$ cat src/rtl/stopwatch_timebase.sv
// Stopwatch timebase: prescaled ms/s/m counter chain driven by the mode
// controller, with a lap-freezable display copy and a sticky overflow flag.
module stopwatch_timebase #(
    parameter int unsigned TICK_DIV = 50000,
    parameter int unsigned MIN_MAX  = 59
) (
    input  logic       clk,
    input  logic       rst,
    input  logic [1:0] mode,
    output logic       ms_tick,
    output logic       s_tick,
    output logic       m_tick,
    output logic [9:0] ms_cnt,
    output logic [5:0] sec_cnt,
    output logic [5:0] min_cnt,
    output logic [9:0] disp_ms,
    output logic [5:0] disp_sec,
    output logic [5:0] disp_min,
    output logic       running,
    output logic       lap_active,
    output logic       ovf
);

    localparam int unsigned   PW        = (TICK_DIV > 1) ? $clog2(TICK_DIV) : 1;
    localparam logic [PW-1:0] PRE_LAST  = PW'(TICK_DIV - 1);
    localparam logic [PW-1:0] PRE_ZERO  = PW'(0);
    localparam logic [PW-1:0] PRE_ONE   = PW'(1);
    localparam logic [5:0]    MIN_LAST  = 6'(MIN_MAX);

    localparam logic [1:0] MODE_STOP  = 2'b00;
    localparam logic [1:0] MODE_RUN   = 2'b01;
    localparam logic [1:0] MODE_LAP   = 2'b10;
    localparam logic [1:0] MODE_PAUSE = 2'b11;

    logic [PW-1:0] pre_q, pre_d;
    logic [9:0]    ms_q, ms_d, disp_ms_q, disp_ms_d;
    logic [5:0]    sec_q, sec_d, min_q, min_d;
    logic [5:0]    disp_sec_q, disp_sec_d, disp_min_q, disp_min_d;
    logic          ms_tick_q, ms_tick_d, s_tick_q, s_tick_d, m_tick_q, m_tick_d;
    logic          running_q, running_d, lap_q, lap_d, ovf_q, ovf_d;

    // Next-state logic for prescaler, counter cascade, display copy and flags
    always_comb begin
        pre_d      = pre_q;
        ms_d       = ms_q;
        sec_d      = sec_q;
        min_d      = min_q;
        disp_ms_d  = disp_ms_q;
        disp_sec_d = disp_sec_q;
        disp_min_d = disp_min_q;
        ms_tick_d  = 1'b0;
        s_tick_d   = 1'b0;
        m_tick_d   = 1'b0;
        ovf_d      = ovf_q;
        running_d  = (mode == MODE_RUN) || (mode == MODE_LAP);
        lap_d      = (mode == MODE_LAP);

        case (mode)
            MODE_RUN, MODE_LAP: begin
                if (pre_q == PRE_LAST) begin
                    pre_d     = PRE_ZERO;
                    ms_tick_d = 1'b1;
                    if (ms_q == 10'd999) begin
                        ms_d     = 10'd0;
                        s_tick_d = 1'b1;
                        if (sec_q == 6'd59) begin
                            sec_d    = 6'd0;
                            m_tick_d = 1'b1;
                            if (min_q == MIN_LAST) begin
                                min_d = 6'd0;
                                ovf_d = 1'b1;
                            end else begin
                                min_d = min_q + 6'd1;
                            end
                        end else begin
                            sec_d = sec_q + 6'd1;
                        end
                    end else begin
                        ms_d = ms_q + 10'd1;
                    end
                end else begin
                    pre_d = pre_q + PRE_ONE;
                end
                // Display samples pre-update live values; LAP freezes it.
                if (mode == MODE_RUN) begin
                    disp_ms_d  = ms_q;
                    disp_sec_d = sec_q;
                    disp_min_d = min_q;
                end else begin
                    disp_ms_d  = disp_ms_q;
                    disp_sec_d = disp_sec_q;
                    disp_min_d = disp_min_q;
                end
            end
            MODE_PAUSE: begin
                disp_ms_d  = ms_q;
                disp_sec_d = sec_q;
                disp_min_d = min_q;
            end
            MODE_STOP: begin
                pre_d      = PRE_ZERO;
                ms_d       = 10'd0;
                sec_d      = 6'd0;
                min_d      = 6'd0;
                disp_ms_d  = 10'd0;
                disp_sec_d = 6'd0;
                disp_min_d = 6'd0;
                ovf_d      = 1'b0;
            end
            default: begin
                pre_d = pre_q;
            end
        endcase
    end

    // State and output registers
    always_ff @(posedge clk or posedge rst) begin
        if (rst) begin
            pre_q      <= PRE_ZERO;
            ms_q       <= 10'd0;
            sec_q      <= 6'd0;
            min_q      <= 6'd0;
            disp_ms_q  <= 10'd0;
            disp_sec_q <= 6'd0;
            disp_min_q <= 6'd0;
            ms_tick_q  <= 1'b0;
            s_tick_q   <= 1'b0;
            m_tick_q   <= 1'b0;
            running_q  <= 1'b0;
            lap_q      <= 1'b0;
            ovf_q      <= 1'b0;
        end else begin
            pre_q      <= pre_d;
            ms_q       <= ms_d;
            sec_q      <= sec_d;
            min_q      <= min_d;
            disp_ms_q  <= disp_ms_d;
            disp_sec_q <= disp_sec_d;
            disp_min_q <= disp_min_d;
            ms_tick_q  <= ms_tick_d;
            s_tick_q   <= s_tick_d;
            m_tick_q   <= m_tick_d;
            running_q  <= running_d;
            lap_q      <= lap_d;
            ovf_q      <= ovf_d;
        end
    end

    assign ms_tick    = ms_tick_q;
    assign s_tick     = s_tick_q;
    assign m_tick     = m_tick_q;
    assign ms_cnt     = ms_q;
    assign sec_cnt    = sec_q;
    assign min_cnt    = min_q;
    assign disp_ms    = disp_ms_q;
    assign disp_sec   = disp_sec_q;
    assign disp_min   = disp_min_q;
    assign running    = running_q;
    assign lap_active = lap_q;
    assign ovf        = ovf_q;

endmodule

$ cat config.mk
export PLATFORM = sky130hd
export DESIGN_NAME = stopwatch_timebase
export DESIGN_NICKNAME = d
export VERILOG_FILES = /design/src/rtl/stopwatch_timebase.sv
export SDC_FILE = /design/constraint.sdc
export NUM_CORES = 1
export LEC_CHECK = 0
export ABC_AREA = 1
export CAP_MARGIN = 0
export CORE_UTILIZATION = 45
export CTS_CLUSTER_DIAMETER = 40
export DETAILED_ROUTE_END_ITERATION = 12
export GPL_ROUTABILITY_DRIVEN = 0
export HOLD_SLACK_MARGIN = 0.12
export PLACE_DENSITY = 0.68
export REMOVE_ABC_BUFFERS = 1
export SYNTH_ARGS = -nofsm -noshare
export SYNTH_HDL_FRONTEND = slang
export SYNTH_SLANG_ARGS = --single-unit
$ cat constraint.sdc
create_clock -name clk -period 2.25 [get_ports clk]
set_clock_uncertainty 0.1 [all_clocks]
set_input_delay 0.3375 -clock clk [delete_from_list [all_inputs] [get_ports clk]]
set_output_delay 0.3375 -clock clk [all_outputs]
set_load 0.005 [all_outputs]
After elaboration in Yosys (flattened, before gate mapping)
Cells that the tools add are included.
{"block": "word_totals", "latchBits": 0, "n_memories": 0, "ram_bits": 0, "register_bits": 66, "rom_bits": 0, "out_inout_bits": 50, "inputBits": 4, "wordCells": 71}
{"block": "classes", "n_shift": 0, "mul": 0, "n_reduce_logical": 8, "n_eq_ne": 12, "n_addsub": 4, "mux": 34, "bitwise_logic": 0, "order_cmp": 0, "div_mod_pow": 0}
{"operator": "two-way mux 6 bit", "n": 9}
{"operator": "one-hot mux 6 bit (3 select lines)", "n": 2}
{"operator": "one-hot mux 16 bit (2 select lines)", "n": 1}
{"operator": "two-way mux 10 bit", "n": 3}
{"operator": "one-hot mux 10 bit (3 select lines)", "n": 1}
{"operator": "one-hot mux 6 bit (2 select lines)", "n": 2}
{"operator": "one-hot mux 10 bit (2 select lines)", "n": 1}
{"operator": "adder 16 x 1 -> 16 bit (second input constant)", "n": 1}
{"operator": "equality test 16 bit (second input constant)", "n": 1}
{"operator": "two-way mux 16 bit", "n": 1}
{"operator": "two-way mux 1 bit", "n": 13}
{"operator": "adder 6 x 1 -> 6 bit (second input constant)", "n": 2}
{"operator": "equality test 6 bit (second input constant)", "n": 2}
{"operator": "adder 10 x 1 -> 10 bit (second input constant)", "n": 1}
{"operator": "equality test 10 bit (second input constant)", "n": 1}
{"operator": "!= test 2 bit (second input constant)", "n": 5}
{"operator": "AND reduction 5 bit", "n": 1}
{"operator": "equality test 2 bit (second input constant)", "n": 2}
{"operator": "AND reduction 4 bit", "n": 1}
{"operator": "AND reduction 3 bit", "n": 1}
{"operator": "equality test 2 x 1 -> 1 bit (second input constant)", "n": 1}
{"operator": "logical NOT 2 bit", "n": 1}
{"operator": "one-hot mux 1 bit (2 select lines)", "n": 1}
{"operator": "AND reduction 2 bit", "n": 1}
{"operator": "other kinds (3)", "n": 3}

Longest topological paths before layout
{"block": "logic_depth", "word_depth": 6, "ltp_mapped": 10, "depth_no_buf": 9}

Least setup slack after synthesis
Ideal clock, no wire load.
{"block": "synth_path", "path_kind": "input port to flip-flop", "from": "in mode[0]", "to": "reg min_q[4], in the netlist min_cnt[4]", "path_slack_ns": 0.559, "required_ns": 2.033, "path_buffers": 1, "setup_time_ns": 0.117, "t_arrival_ns": 1.475, "path_stages": 8, "cell_sequence": "inv_1 ha_1 or2_2 nand2_2 nand2_2 buf_6 nand2_2 o21ai_2"}
{"block": "synth_via", "elab_chain_len": 4, "word_cells_on_any_way": 10, "classes_between": "eq/ne: 5; mux: 1; reduce/logical: 4"}
{"element": "from (decl)", "line_no": "9", "source": "input logic [1:0] mode,"}
{"element": "equality test 2 bit or equality test 2 x 1 -> 1 bit (tied branches)", "line_no": "58", "source": "case (mode)"}
{"element": "OR reduction 2 bit", "line_no": "58"}
{"element": "!= test 2 bit (no line) or nonzero test 2 bit (tied branches)"}
{"element": "AND reduction 4 bit (no line)"}
{"element": "to (signal assigned)", "line_no": "136", "source": "min_q <= min_d;"}
{"element": "to (decl)", "line_no": "37", "source": "logic [5:0] sec_q, sec_d, min_q, min_d;"}
Several ways; a longest one is shown, not always the timed one.
A chain may end at the register's enable or synchronous reset.

Worst setup path after layout
{"block": "layout_path", "from": "reg ms_q[0], in the netlist ms_cnt[0]", "to": "reg min_q[5], in the netlist min_cnt[5]"}
{"block": "layout_via", "elab_chain_len": 3}
{"element": "from (decl)", "line_no": "36", "source": "logic [9:0] ms_q, ms_d, disp_ms_q, disp_ms_d;"}
{"element": "from (signal assigned)", "line_no": "134", "source": "ms_q <= ms_d;"}
{"element": "equality test 10 bit", "line_no": "63", "source": "if (ms_q == 10'd999) begin"}
{"element": "!= test 2 bit (no line)"}
{"element": "AND reduction 4 bit (no line)"}
No other way between the ends.

==> flow_summary.toml <==
[clock_tree]
clock_sinks = 66
clock_path_buffers = 2
htree_levels = 3
holdBufCountCts = 0
cts_root_buf = "clkbuf_8"
cts_tree = "built"
cts_resized = 0
cts_buffers = 9
clock_latency_ps = 350
post-cts-setup-buffers = 0
path_clk_slew_ps = 80

[grt]
grt_busiest_layer = "met2"
grt_overflow_total = 0
met3_usage = 0.0511
track_usage = 0.218
met1_usage = 0.280
grt_pass1_wl_um = 14300
antenna_found_initial = 0
gr-usage-met2 = 0.359
grt_max_degree = 67
grt_pass1_vias = 3065

[logic_synthesis]
async_flop_share = 1.00
ys_seq_elements = 66
syn_area_sq_mm = 0.00356
syn_inst = 430
synth_edf_count = 0
syn-mean-instance-area_sq_um = 8.29
synth-main-ff-cell = "dfrtp_1"
ys_types = 33
yosysWarnings = 0
yosysSeqAreaShare = 0.463

[power_and_ir_drop]
combPwrFrac = 0.237
seqPwrFrac = 0.436
finalPower_mw = 3.63
swShare = 0.298
clockPowerShare = 0.327
power.leakage_nw = 1.98
p_int_mw = 2.55
vdd_drop_max_mv = 0.444
p_sw_mw = 1.08
p_per_area_mw_per_mm2 = 812

[timing]
timing.fmax_ghz = 0.527
final.period_utilization = 0.843
relSlewSlack = 0.700
setup_slack_ps = 354
period_minus_slack_ps = 1900
setup_viol = 0
worst_slew_pin_slew_ps = 445
drv_slew = 0
tns_ps = 0
whs_ps = 275
rsz0062_at_grt = "no"
hold_viol = 0

[worst_setup_path]
critPathLaunchType = "register"
rrSetupSlack_ps = 350
crit_fanout = 11
reg2regPathDepth = 8
end_kind = "register"
required_ps = 2390
crit_arrival_ps = 2030
criticalPathCategory = "register to register"
rr_startpoint = "ms_cnt[0]$_DFFE_PP0P_"
worstReg2RegEnd = "min_cnt[5]$_DFFE_PP0P_"

[die]
row_count = 32
dieWidth_um = 91
start_util = 0.464
fp.dieH_um = 91
io_pins = 54
core_sq_mm = 0.00769
die_area_sq_mm = 0.00828

[layout]
fin_cells = 596
final_core_util = 0.582
drive_gt1_frac = 0.160
final_nets = 501
antenna_cells = 0
area_delta_synth_final_pct = 25.5
final_area_sq_mm = 0.00447

[placed_design]
dpl.hpwl_um = 5620
dp_cells = 580
io_buffers = 53
place_area_sq_mm = 0.00424
pre_cts_slack_ps = 35.6

[route]
ant_nets = 0
dr.pass1.iters = 4
drt_wl_total_um = 7960
route.detailed.drc = 0
dr_total_vias = 3017
vias_per_cell = 5.06
drtIter0Drc = 147
wl_per_cell_um = 13.4

[hold_path]
hold_class = "input port to asynchronous set/reset pin"

[run_status]
status = "completed"

[job]
maxCapViolations = 0
-- cell usage in the layout (no fill, tap or decap), drive strengths merged, types with 8 or more instances in the layout --
| master | netlist | layout |
|---|---|---|
| nand2 | 117 | 117 |
| nor2 | 44 | 44 |
| dfrtp | 66 | 66 |
| clkbuf | 8 | 12 |
| nor3 | 10 | 10 |
| inv | 45 | 45 |
| ha | 8 | 8 |
| nand4 | 16 | 16 |
| o21ai | 26 | 26 |
| xor2 | 8 | 8 |
| nand3 | 34 | 34 |
| buf | 9 | 12 |
| o31ai | 17 | 17 |
| clkdlybuf4s50 | 0 | 53 |
-- worst max-delay path, cell delays in order (launching register included) --
cell and delay, ps:
dfrtp_1 460, ha_1 220, nand2_2 100, nor2_4 150, nand3_4 150, o21ai_2 200
nand2_2 220, nand2_1 130, o21ai_2 50
-- how the worst max path moves through the flow --
stage	startpoint	endpoint	slack, ps	cells past startpoint
floorplan	mode[0]	min_cnt[5]$_DFFE_PP0P_	-120	8
global placement	mode[0]	min_cnt[5]$_DFFE_PP0P_	60	8
detailed placement	mode[0]	min_cnt[5]$_DFFE_PP0P_	40	8
CTS	ms_cnt[5]$_DFFE_PP0P_	ms_cnt[5]	340	1
global route	pre_q[0]$_DFFE_PP0P_	pre_q[4]$_DFFE_PP0P_	130	8
finish	ms_cnt[0]$_DFFE_PP0P_	min_cnt[5]$_DFFE_PP0P_	350	8
-- state kept, by name (all words and copies together) (netlist names) --
signal      count
disp_min        6
disp_ms        10
disp_sec        6
lap_active      1
m_tick          1
min_cnt         6
ms_cnt         10
ms_tick         1
ovf             1
pre_q          16
running         1
s_tick          1
sec_cnt         6
-- routing by layer --
layer,wire (um),part of all wire
met1,3650,0.46
met2,3860,0.48
met3,289,0.036
met4,156,0.020
met5,0,0
-- power by group through the flow --
| stage | combinational (mW) | clock [mW] | sequential, mW |
|---|---|---|---|
| detailed placement | 0.870 | 0 | 1.61 |
| CTS | 0.873 | 1.20 | 1.59 |
| finish | 0.861 | 1.19 | 1.59 |
| global route | 0.964 | 1.25 | 1.62 |
| floorplan | 0.441 | 0 | 1.58 |
| global placement | 0.849 | 0 | 1.60 |
-- cell usage after synthesis, types with 2 or more instances --
cell | count | share of area
nand2_1 | 104 | 0.11
dfrtp_1 | 66 | 0.46
inv_1 | 39 | 0.041
nor2_1 | 38 | 0.040
nand3_1 | 30 | 0.042
o31ai_1 | 17 | 0.036
nand4_1 | 16 | 0.028
o21ai_2 | 16 | 0.039
nand2_2 | 13 | 0.023
nor3_1 | 10 | 0.014
o21ai_0 | 9 | 0.013
clkbuf_1 | 8 | 0.0084
ha_1 | 8 | 0.028
xor2_1 | 8 | 0.020
inv_2 | 6 | 0.0063
or2_2 | 5 | 0.0088
a21oi_1 | 4 | 0.0056
nor2_2 | 4 | 0.0070
buf_2 | 3 | 0.0042
buf_4 | 3 | 0.0063
buf_6 | 3 | 0.0095
nand3_2 | 3 | 0.0084
o21bai_1 | 3 | 0.0063
and3_1 | 2 | 0.0035
nand3b_1 | 2 | 0.0042
nor2_4 | 2 | 0.0063
o21a_1 | 2 | 0.0042
-- cell families after synthesis --
family	count (synthesis)	synth area share
and+or+nand+nor	232	0.304
DFF	66	0.463
buffers and inverters	62	0.0758
AOI/OAI and AO/OA	53	0.107
xor gates and xnor gates	9	0.0221
adders and majority gates	8	0.0281
-- layout make-up --
class,count,area (sq um)
Timing Repair Buffer,65,646
Clock inverter,4,72.6
Multi-Input combinational cell,302,1640
Fill cell,685,3210
Inverter,45,169
Clock buffer,12,165
Sequential cell,66,1650
Tap cell,102,128
(Power assumes the default switching activity.)
